File: config.mk
export PLATFORM = sky130hd
export DESIGN_NAME = stream_max_min_flat
export DESIGN_NICKNAME = d
export VERILOG_FILES = /design/src/rtl/stream_max_min_if.sv /design/src/rtl/stream_max_min.sv /design/src/flat_wrapper.sv
export SDC_FILE = /design/constraint.sdc
export NUM_CORES = 1
export LEC_CHECK = 0
export CAP_MARGIN = 10
export CORE_ASPECT_RATIO = 0.75
export CORE_UTILIZATION = 52
export CTS_CLUSTER_DIAMETER = 150
export DETAILED_ROUTE_END_ITERATION = 10
export MAX_ROUTING_LAYER = met4
export PLACE_DENSITY = 0.76
export SLEW_MARGIN = 10
export SYNTH_ARGS = -nofsm -noshare
export SYNTH_HDL_FRONTEND = slang
export SYNTH_SLANG_ARGS = --single-unit
File: constraint.sdc
create_clock -name clk -period 3.5 [get_ports clk]
set_input_delay 0.35 -clock clk [delete_from_list [all_inputs] [get_ports clk]]
set_output_delay 0.35 -clock clk [all_outputs]
set_load 0.05 [all_outputs]
File: src/rtl/stream_max_min_if.sv
// stream_max_min_if: sample stream handshake and frame result bundle
interface stream_max_min_if #(
  parameter int WIDTH = 8,
  parameter int COUNT = 16
);
  logic                     clear;
  logic                     in_valid;
  logic [WIDTH-1:0]         in_data;
  logic                     in_ready;
  logic [WIDTH-1:0]         max_out;
  logic [WIDTH-1:0]         min_out;
  logic [$clog2(COUNT)-1:0] max_idx;
  logic                     done;
  logic                     busy;
  modport master (output clear, in_valid, in_data,
                  input  in_ready, max_out, min_out, max_idx, done, busy);
  modport slave  (input  clear, in_valid, in_data,
                  output in_ready, max_out, min_out, max_idx, done, busy);
endinterface

File: src/rtl/stream_max_min.sv
// stream_max_min: per-frame max/min/argmax over a valid/ready sample stream
module stream_max_min #(
  parameter int WIDTH  = 8,
  parameter int COUNT  = 16,
  parameter bit SIGNED = 1'b0
) (
  input logic             clk,
  input logic             rst,
  stream_max_min_if.slave s
);
  localparam int IW = $clog2(COUNT);
  localparam int CW = IW + 1;
  typedef enum logic [1:0] {IDLE, ACCUM, DONE} state_t;
  state_t           state_q, state_d;
  logic [CW-1:0]    cnt_q, cnt_d;
  logic [WIDTH-1:0] wmax_q, wmax_d, wmin_q, wmin_d, max_q, max_d, min_q, min_d;
  logic [IW-1:0]    widx_q, widx_d, idx_q, idx_d;
  logic             accept, gt, lt;
  logic [WIDTH-1:0] nmax, nmin;
  logic [IW-1:0]    nidx;
  assign s.in_ready = (state_q != DONE) & ~s.clear;
  assign accept     = s.in_valid & s.in_ready;
  assign gt   = SIGNED ? ($signed(s.in_data) > $signed(wmax_q)) : (s.in_data > wmax_q);
  assign lt   = SIGNED ? ($signed(s.in_data) < $signed(wmin_q)) : (s.in_data < wmin_q);
  assign nmax = gt ? s.in_data : wmax_q;
  assign nmin = lt ? s.in_data : wmin_q;
  assign nidx = gt ? cnt_q[IW-1:0] : widx_q;
  assign s.max_out = max_q;
  assign s.min_out = min_q;
  assign s.max_idx = idx_q;
  assign s.done    = state_q == DONE;
  assign s.busy    = state_q != IDLE;
  // Next-state: clear aborts the frame; the DONE state lasts one cycle and blocks input
  always_comb begin
    state_d = state_q;
    cnt_d   = cnt_q;
    wmax_d  = wmax_q;
    wmin_d  = wmin_q;
    widx_d  = widx_q;
    max_d   = max_q;
    min_d   = min_q;
    idx_d   = idx_q;
    if (s.clear) begin
      state_d = IDLE;
      cnt_d   = '0;
    end else begin
      case (state_q)
        IDLE: if (accept) begin
          wmax_d  = s.in_data;
          wmin_d  = s.in_data;
          widx_d  = '0;
          cnt_d   = CW'(1);
          state_d = ACCUM;
        end
        ACCUM: if (accept) begin
          wmax_d = nmax;
          wmin_d = nmin;
          widx_d = nidx;
          cnt_d  = cnt_q + CW'(1);
          if (cnt_q == CW'(COUNT - 1)) begin
            max_d   = nmax;
            min_d   = nmin;
            idx_d   = nidx;
            state_d = DONE;
          end
        end
        default: begin
          state_d = IDLE;
          cnt_d   = '0;
        end
      endcase
    end
  end
  // State, working and result registers
  always_ff @(posedge clk or posedge rst) begin
    if (rst) begin
      state_q <= IDLE;
      cnt_q   <= '0;
      wmax_q  <= '0;
      wmin_q  <= '0;
      widx_q  <= '0;
      max_q   <= '0;
      min_q   <= '0;
      idx_q   <= '0;
    end else begin
      state_q <= state_d;
      cnt_q   <= cnt_d;
      wmax_q  <= wmax_d;
      wmin_q  <= wmin_d;
      widx_q  <= widx_d;
      max_q   <= max_d;
      min_q   <= min_d;
      idx_q   <= idx_d;
    end
  end
endmodule
File: src/flat_wrapper.sv
// flat-port wrapper written by rule: the top's interface ports become plain ports
module stream_max_min_flat 
#(
  parameter int WIDTH  = 8,
  parameter int COUNT  = 16,
  parameter bit SIGNED = 1'b0
)
  (clk, rst, s_clear, s_in_valid, s_in_data, s_in_ready, s_max_out, s_min_out, s_max_idx, s_done, s_busy);
  stream_max_min_if #(.WIDTH(WIDTH), .COUNT(COUNT)) s_i ();
  input logic clk;
  input logic rst;
  input wire logic [$bits(s_i.clear)-1:0] s_clear;
  input wire logic [$bits(s_i.in_valid)-1:0] s_in_valid;
  input wire logic [$bits(s_i.in_data)-1:0] s_in_data;
  output wire logic [$bits(s_i.in_ready)-1:0] s_in_ready;
  output wire logic [$bits(s_i.max_out)-1:0] s_max_out;
  output wire logic [$bits(s_i.min_out)-1:0] s_min_out;
  output wire logic [$bits(s_i.max_idx)-1:0] s_max_idx;
  output wire logic [$bits(s_i.done)-1:0] s_done;
  output wire logic [$bits(s_i.busy)-1:0] s_busy;
  assign s_i.clear = s_clear;
  assign s_i.in_valid = s_in_valid;
  assign s_i.in_data = s_in_data;
  assign s_in_ready = s_i.in_ready;
  assign s_max_out = s_i.max_out;
  assign s_min_out = s_i.min_out;
  assign s_max_idx = s_i.max_idx;
  assign s_done = s_i.done;
  assign s_busy = s_i.busy;
  stream_max_min #(.WIDTH(WIDTH), .COUNT(COUNT), .SIGNED(SIGNED)) u_core (.clk(clk), .rst(rst), .s(s_i));
endmodule
======== Yosys cells after proc, flatten, opt, wreduce, memory -nomap -nowiden ========
Index checks and enable logic that the tools add are counted.
cells by class
  equality and inequality tests ........... 9
  magnitude comparators ................... 2
  add/subtract/negate cells ............... 1
  bitwise gates (word level) .............. 3
  shift operators ......................... 0
  reduce and logical (&&, ||, !) cells .... 7
  mux-type cells .......................... 20
  divide/modulo/power cells ............... 0
  multiply operators ...................... 0
operators by type and width
  operator                                                count
  two-way mux 8 bit                                       5
  case mux 8 bit (2 select lines)                         2
  two-way mux 5 bit                                       3
  two-way mux 4 bit                                       3
  case mux 5 bit (2 select lines)                         1
  inequality test 3 x 2 -> 1 bit (second input constant)  3
  greater-than comparator 8 bit                           1
  < comparator 8 bit                                      1
  two-way mux 2 bit                                       4
  case mux 4 bit (2 select lines)                         1
  AND reduction 4 bit                                     2
  adder 5 x 1 -> 5 bit (second input constant)            1
  equality test 5 x 4 -> 1 bit (second input constant)    1
  inequality test 2 x 1 -> 1 bit (second input constant)  2
  case mux 2 bit (2 select lines)                         1
  nonzero test 2 bit                                      2
  AND reduction 3 bit                                     1
  bitwise AND 1 bit                                       2
  equality test 2 x 1 -> 1 bit (second input constant)    1
  equality test 2 bit (second input constant)             1
  zero test 2 bit                                         1
  inequality test 2 bit (second input constant)           1
  AND reduction 2 bit                                     1
  NOT 1 bit                                               1
storage, ports and cells
  bits in read-only memories .............. 0
  bits in registers ....................... 47
  word-level logic and storage cells ...... 50
  bits in writable memories ............... 0
  memories ................................ 0
  output and inout port bits .............. 23
  latch bits .............................. 0
  input bits .............................. 12

======== Depth between registers and ports, before layout ========
  depth in word-level cells ............... 6
  depth in mapped cells ................... 9
  gate-level depth less buffers ........... 8

======== Worst setup path after synthesis ========
OpenSTA, ideal clock, no wires.
  path type ............................... register -> output
  from .................................... register u_core.state_q[0]
  to ...................................... output s_in_ready
  data required time ...................... 3150 ps
  setup slack ............................. 1469 ps
  cell stages (with the launch flop) ...... 4
  arrival ................................. 1681 ps
  path buffers ............................ 1
  path through ............................ dfrtp_1 -> buf_4 -> nor2b_1 -> nor2_1
on the way
  longest elaborated chain between the ends .. 2
RTL lines
  item                      RTL line              RTL
  start: declaration        stream_max_min.sv:14  state_t state_q, state_d;
  start signal: assignment  stream_max_min.sv:86  state_q <= state_d;
  inequality test 2 bit     stream_max_min.sv:21  assign s.in_ready = (state_q != DONE) & ~s.clear;
  bitwise AND 1 bit         stream_max_min.sv:21
  end: declaration          flat_wrapper.sv:15    output wire logic [$bits(s_i.in_ready)-1:0] s_in_ready;
No other way between the ends.

======== Worst setup path after layout ========
  from .................................... input s_in_data[1]
  to ...................................... register u_core.max_q[0] (netlist: u_core.s.max_out[0])
on the way
  longest elaborated chain between the ends .. 2
RTL lines
  item                           RTL line              RTL
  start: declaration             flat_wrapper.sv:14    input wire logic [$bits(s_i.in_data)-1:0] s_in_data;
  greater-than comparator 8 bit  stream_max_min.sv:23  assign gt = SIGNED ? ($signed(s.in_data) > $signed(wmax_q)) : (s.in_data > wmax_q);
  two-way mux 8 bit              stream_max_min.sv:25  assign nmax = gt ? s.in_data : wmax_q;
  end signal: assignment         stream_max_min.sv:91  max_q <= max_d;
  end: declaration               stream_max_min.sv:16  logic [WIDTH-1:0] wmax_q, wmax_d, wmin_q, wmin_d, max_q, max_d, min_q, min_d;
No other way between the ends.
A chain may end at the register's enable or synchronous reset.

==> summary.txt <==
Worst hold path
  – Hold endpoint: u_core.s.min_out[0]
  – Hold path depth: 2
  – Tightest Hold Check Type: register to register
  – HP Start: u_core.s.min_out[0]

Routing
  – Remaining DRCs: 0
  – Remaining antenna violation count: 0
  – Met3 wire length: between 200 and 300 um
  – Met2 wire length: 2030 um
  – Via count: 1848
  – Pre-antenna DRT Iters: 4
  – Detailed Route Iter0 Violations: between 100 and 150
  – Post-DR vias/cell: 5.52
  – Met1 wire length: approximately 2600 um
  – DR top layer: met4
  – DRT Wirelength: 4940 um
  – Drt wl/cell: 14.7 um

Yosys
  – Count leader, synth: dfrtp_1
  – EDFF count, synth: 0
  – Ys Warns: 0
  – Post-synthesis mux area share: 16.3%
  – Synth area leaders: dfrtp_1, ha_1, mux2i_1
  – Synthesized-area fraction occupied by adder cells: 8.45%
  – Synth Area per Inst: 10.4 sq um
  – Main combinational cell family by area after synthesis: multiplexers
  – Post-synthesis async set-or-reset flop share: 100%
  – Yosys top cell area share: around 47%
  – Seq cells post-synth: 47
  – Syn Nets: about 270
  – Synthesized instance count: around 240
  – Primary FF master, synth: dfrtp_1
  – Synth cell types: 33
  – Most frequent cells after synthesis: dfrtp_1, a21oi_1, nor2_1, mux2i_1, inv_1
  – Synth Area in Compound Gates: between 10% and 20%
  – Mapped cell area: roughly 2500 sq um
  – Synth Area in Simple Gates: 12.0%
  – Xor-xnor portion of the synthesized cell area: 0%
  – Area leader, netlist: dfrtp_1
  – Seq/Total Area, Yosys: 46.7%

STA
  – Clk_skew: around 0.0043 ns
  – Final setup violation count: 0
  – Slew of the pin with the lowest slew margin: 0.964 ns
  – Final hold vios: 0
  – Fin worst setup slack: about 0.99 ns
  – Final Max Slew Viols: 0
  – Fmax: between 300 and 400 MHz
  – Rel. slew slack: 35.7%
  – Fin crit share: 71.8%
  – RSZ-0062 raised after global routing: no
  – Setup TNS: 0 ns
  – Tmin final: approximately 2.5 ns

Setup path
  – Register-to-Register Path Depth: 9
  – Element type at the critical path start: input port
  – R2R setup slack: 1.23 ns
  – Worst Path Max Fanout: 15
  – Reg2reg start: u_core.wmax_q[1]
  – Data required time at the worst endpoint: 3.67 ns
  – CP Data Arrival Time: around 2.7 ns
  – Capture point of the worst reg-to-reg path: u_core.s.max_out[0]
  – Worst setup EP type: register
  – WS Path Type: input port to register

Finish
  – Layout cell share with drive strength beyond 1: between 10% and 20%
  – Number of fill cells: 347
  – FF/Latch Area: 1180 sq um
  – Final instance area: 3010 sq um
  – Layout area overhead: 19.7%
  – Final nets: between 300 and 400
  – Antenna diodes: 0
  – Multi-input combinational cell area: 1230 sq um
  – Layout Utilization: approximately two thirds

Global routing
  – Largest net degree at the start of global routing: 48
  – Total gr overflow: 0
  – Vias in the first global route: 1715
  – Initial antenna violation count: 0
  – Tot GR Track Use: 22.8%
  – First-pass GRT wire length: ~8400 um

Power and ir drop
  – Leakage: 1.44 nW
  – Power Density: 456 nW/um^2
  – Total power: 0.00137 W
  – Peak supply drop: 0.000263 V

Clock tree
  – Clock buffer depth: 2
  – Root Buffer: clkbuf_8
  – Post-CTS Setup Inserts: 0
  – Worst-Skew Late Latency: approximately 0.30 ns
  – CTS tree: done
  – Hold buffers post-CTS: 0
  – Worst-path clk slew: 0.09 ns
  – Clock sink count: 47
  – CTS H-tree depth: 2
  – CTS buffer count: 5
  – Resized Gates After CTS: 0

Floorplanning
  – FP Rows: 21
  – Die ar.: 5120 sq um
  – Die W: 82.3 um
  – Io pins: 35
  – Core area: 4550 sq um
  – Initial Util: 55.4%
  – Die Y: 62.2 um

Place
  – HPWL Detailed: 3460 um
  – Pre-CTS WS: 0.701 ns
  – RD Place Congestion: 0.848
  – PortBufs: 34
  – Cell Area, Placed: 2910 sq um

Run
  – Max_cap viols: 0

Run status
  – Status: finished, final reports clean
==> through the flow <==
stage,hold WS (ns),instances
2_1_floorplan,0.488,243
3_3_place_gp,0.506,327
3_5_place_dp,0.517,327
4_1_cts,0.537,335
5_1_grt,0.563,335
6_report,0.529,335
==> worst max-delay path, cell delays in order <==
cell and delay [ns]:
clkdlybuf4s50_1 0.61, ha_1 0.29, nor2b_1 0.14, o211ai_1 0.15
a21oi_1 0.12, o21ai_2 0.40, buf_4 0.32, mux2i_1 0.22
a21oi_1 0.09
==> cell families after synthesis <==
family	after synthesis
AND/OR/NAND/NOR	66
multiplexers	36
flip-flops	47
AO/OA/AOI/OAI	49
buffers and inverters	28
adder cells (fa/ha/maj)	17
==> cell usage in the layout, fill, tap and decap left out, types with 2 or more instances in the layout <==
cell type | netlist | final
a21oi_1 | 29 | 29
mux2_2 | 8 | 8
mux2_4 | 8 | 8
nand4_1 | 3 | 3
nand2_1 | 14 | 14
nor2b_1 | 3 | 3
inv_1 | 18 | 17
nor2_1 | 27 | 27
clkbuf_8 | 0 | 7
a21oi_2 | 2 | 2
mux2i_1 | 20 | 20
ha_1 | 17 | 17
nand3_1 | 8 | 8
or2_2 | 3 | 3
nand2b_1 | 3 | 3
dfrtp_1 | 47 | 47
o311ai_0 | 4 | 4
o21ai_0 | 7 | 6
clkdlybuf4s50_1 | 0 | 34
buf_4 | 1 | 3
==> metal layers <==
metal | global-route usage [%] | vias up
li1 | - | 913
met1 | 35.8 | 882
met2 | 29.0 | 46
met3 | 4.41 | 7
met4 | 7.24 | 0
met5 | - | -
==> worst max path at each step <==
stage	startpoint	endpoint	slack (ns)	cells past startpoint
final	s_in_data[1]	u_core.s.max_out[0]	0.99	9
after global routing	s_in_data[1]	u_core.s.max_idx[2]	0.88	9
after CTS	s_in_data[1]	u_core.wmin_q[3]	1.01	7
after detailed placement	s_in_data[1]	u_core.s.max_out[0]	0.70	9
after global placement	s_in_data[1]	u_core.s.max_idx[3]	0.74	9
after floorplan	u_core.state_q[0]	s_in_ready	1.47	3
==> flip-flops by register name, summed over array words and instances (netlist names) <==
name / count
u_core.cnt_q: 5
u_core.s.max_idx: 4
u_core.s.max_out: 8
u_core.s.min_out: 8
u_core.state_q: 2
u_core.widx_q: 4
u_core.wmax_q: 8
u_core.wmin_q: 8
==> cell type report <==
cell class / instances / share of cell area, %
Clock buffer: 7 / 3.20
Inverter: 18 / 2.24
Timing Repair Buffer: 37 / 12.0
Clock inverter: 1 / 0.249
Multi-Input combinational cell: 168 / 40.8
Tap cell: 57 / 2.37
Sequential cell: 47 / 39.1
==> power by group <==
| group | internal, W | switching (W) |
|---|---|---|
| combinational | 0.000181 | 0.000191 |
| clock | 0.000180 | 0.000186 |
| sequential | 0.000592 | 0.0000441 |
| total | 0.000953 | 0.000420 |
Note: power is estimated with default switching activity, not from simulation.
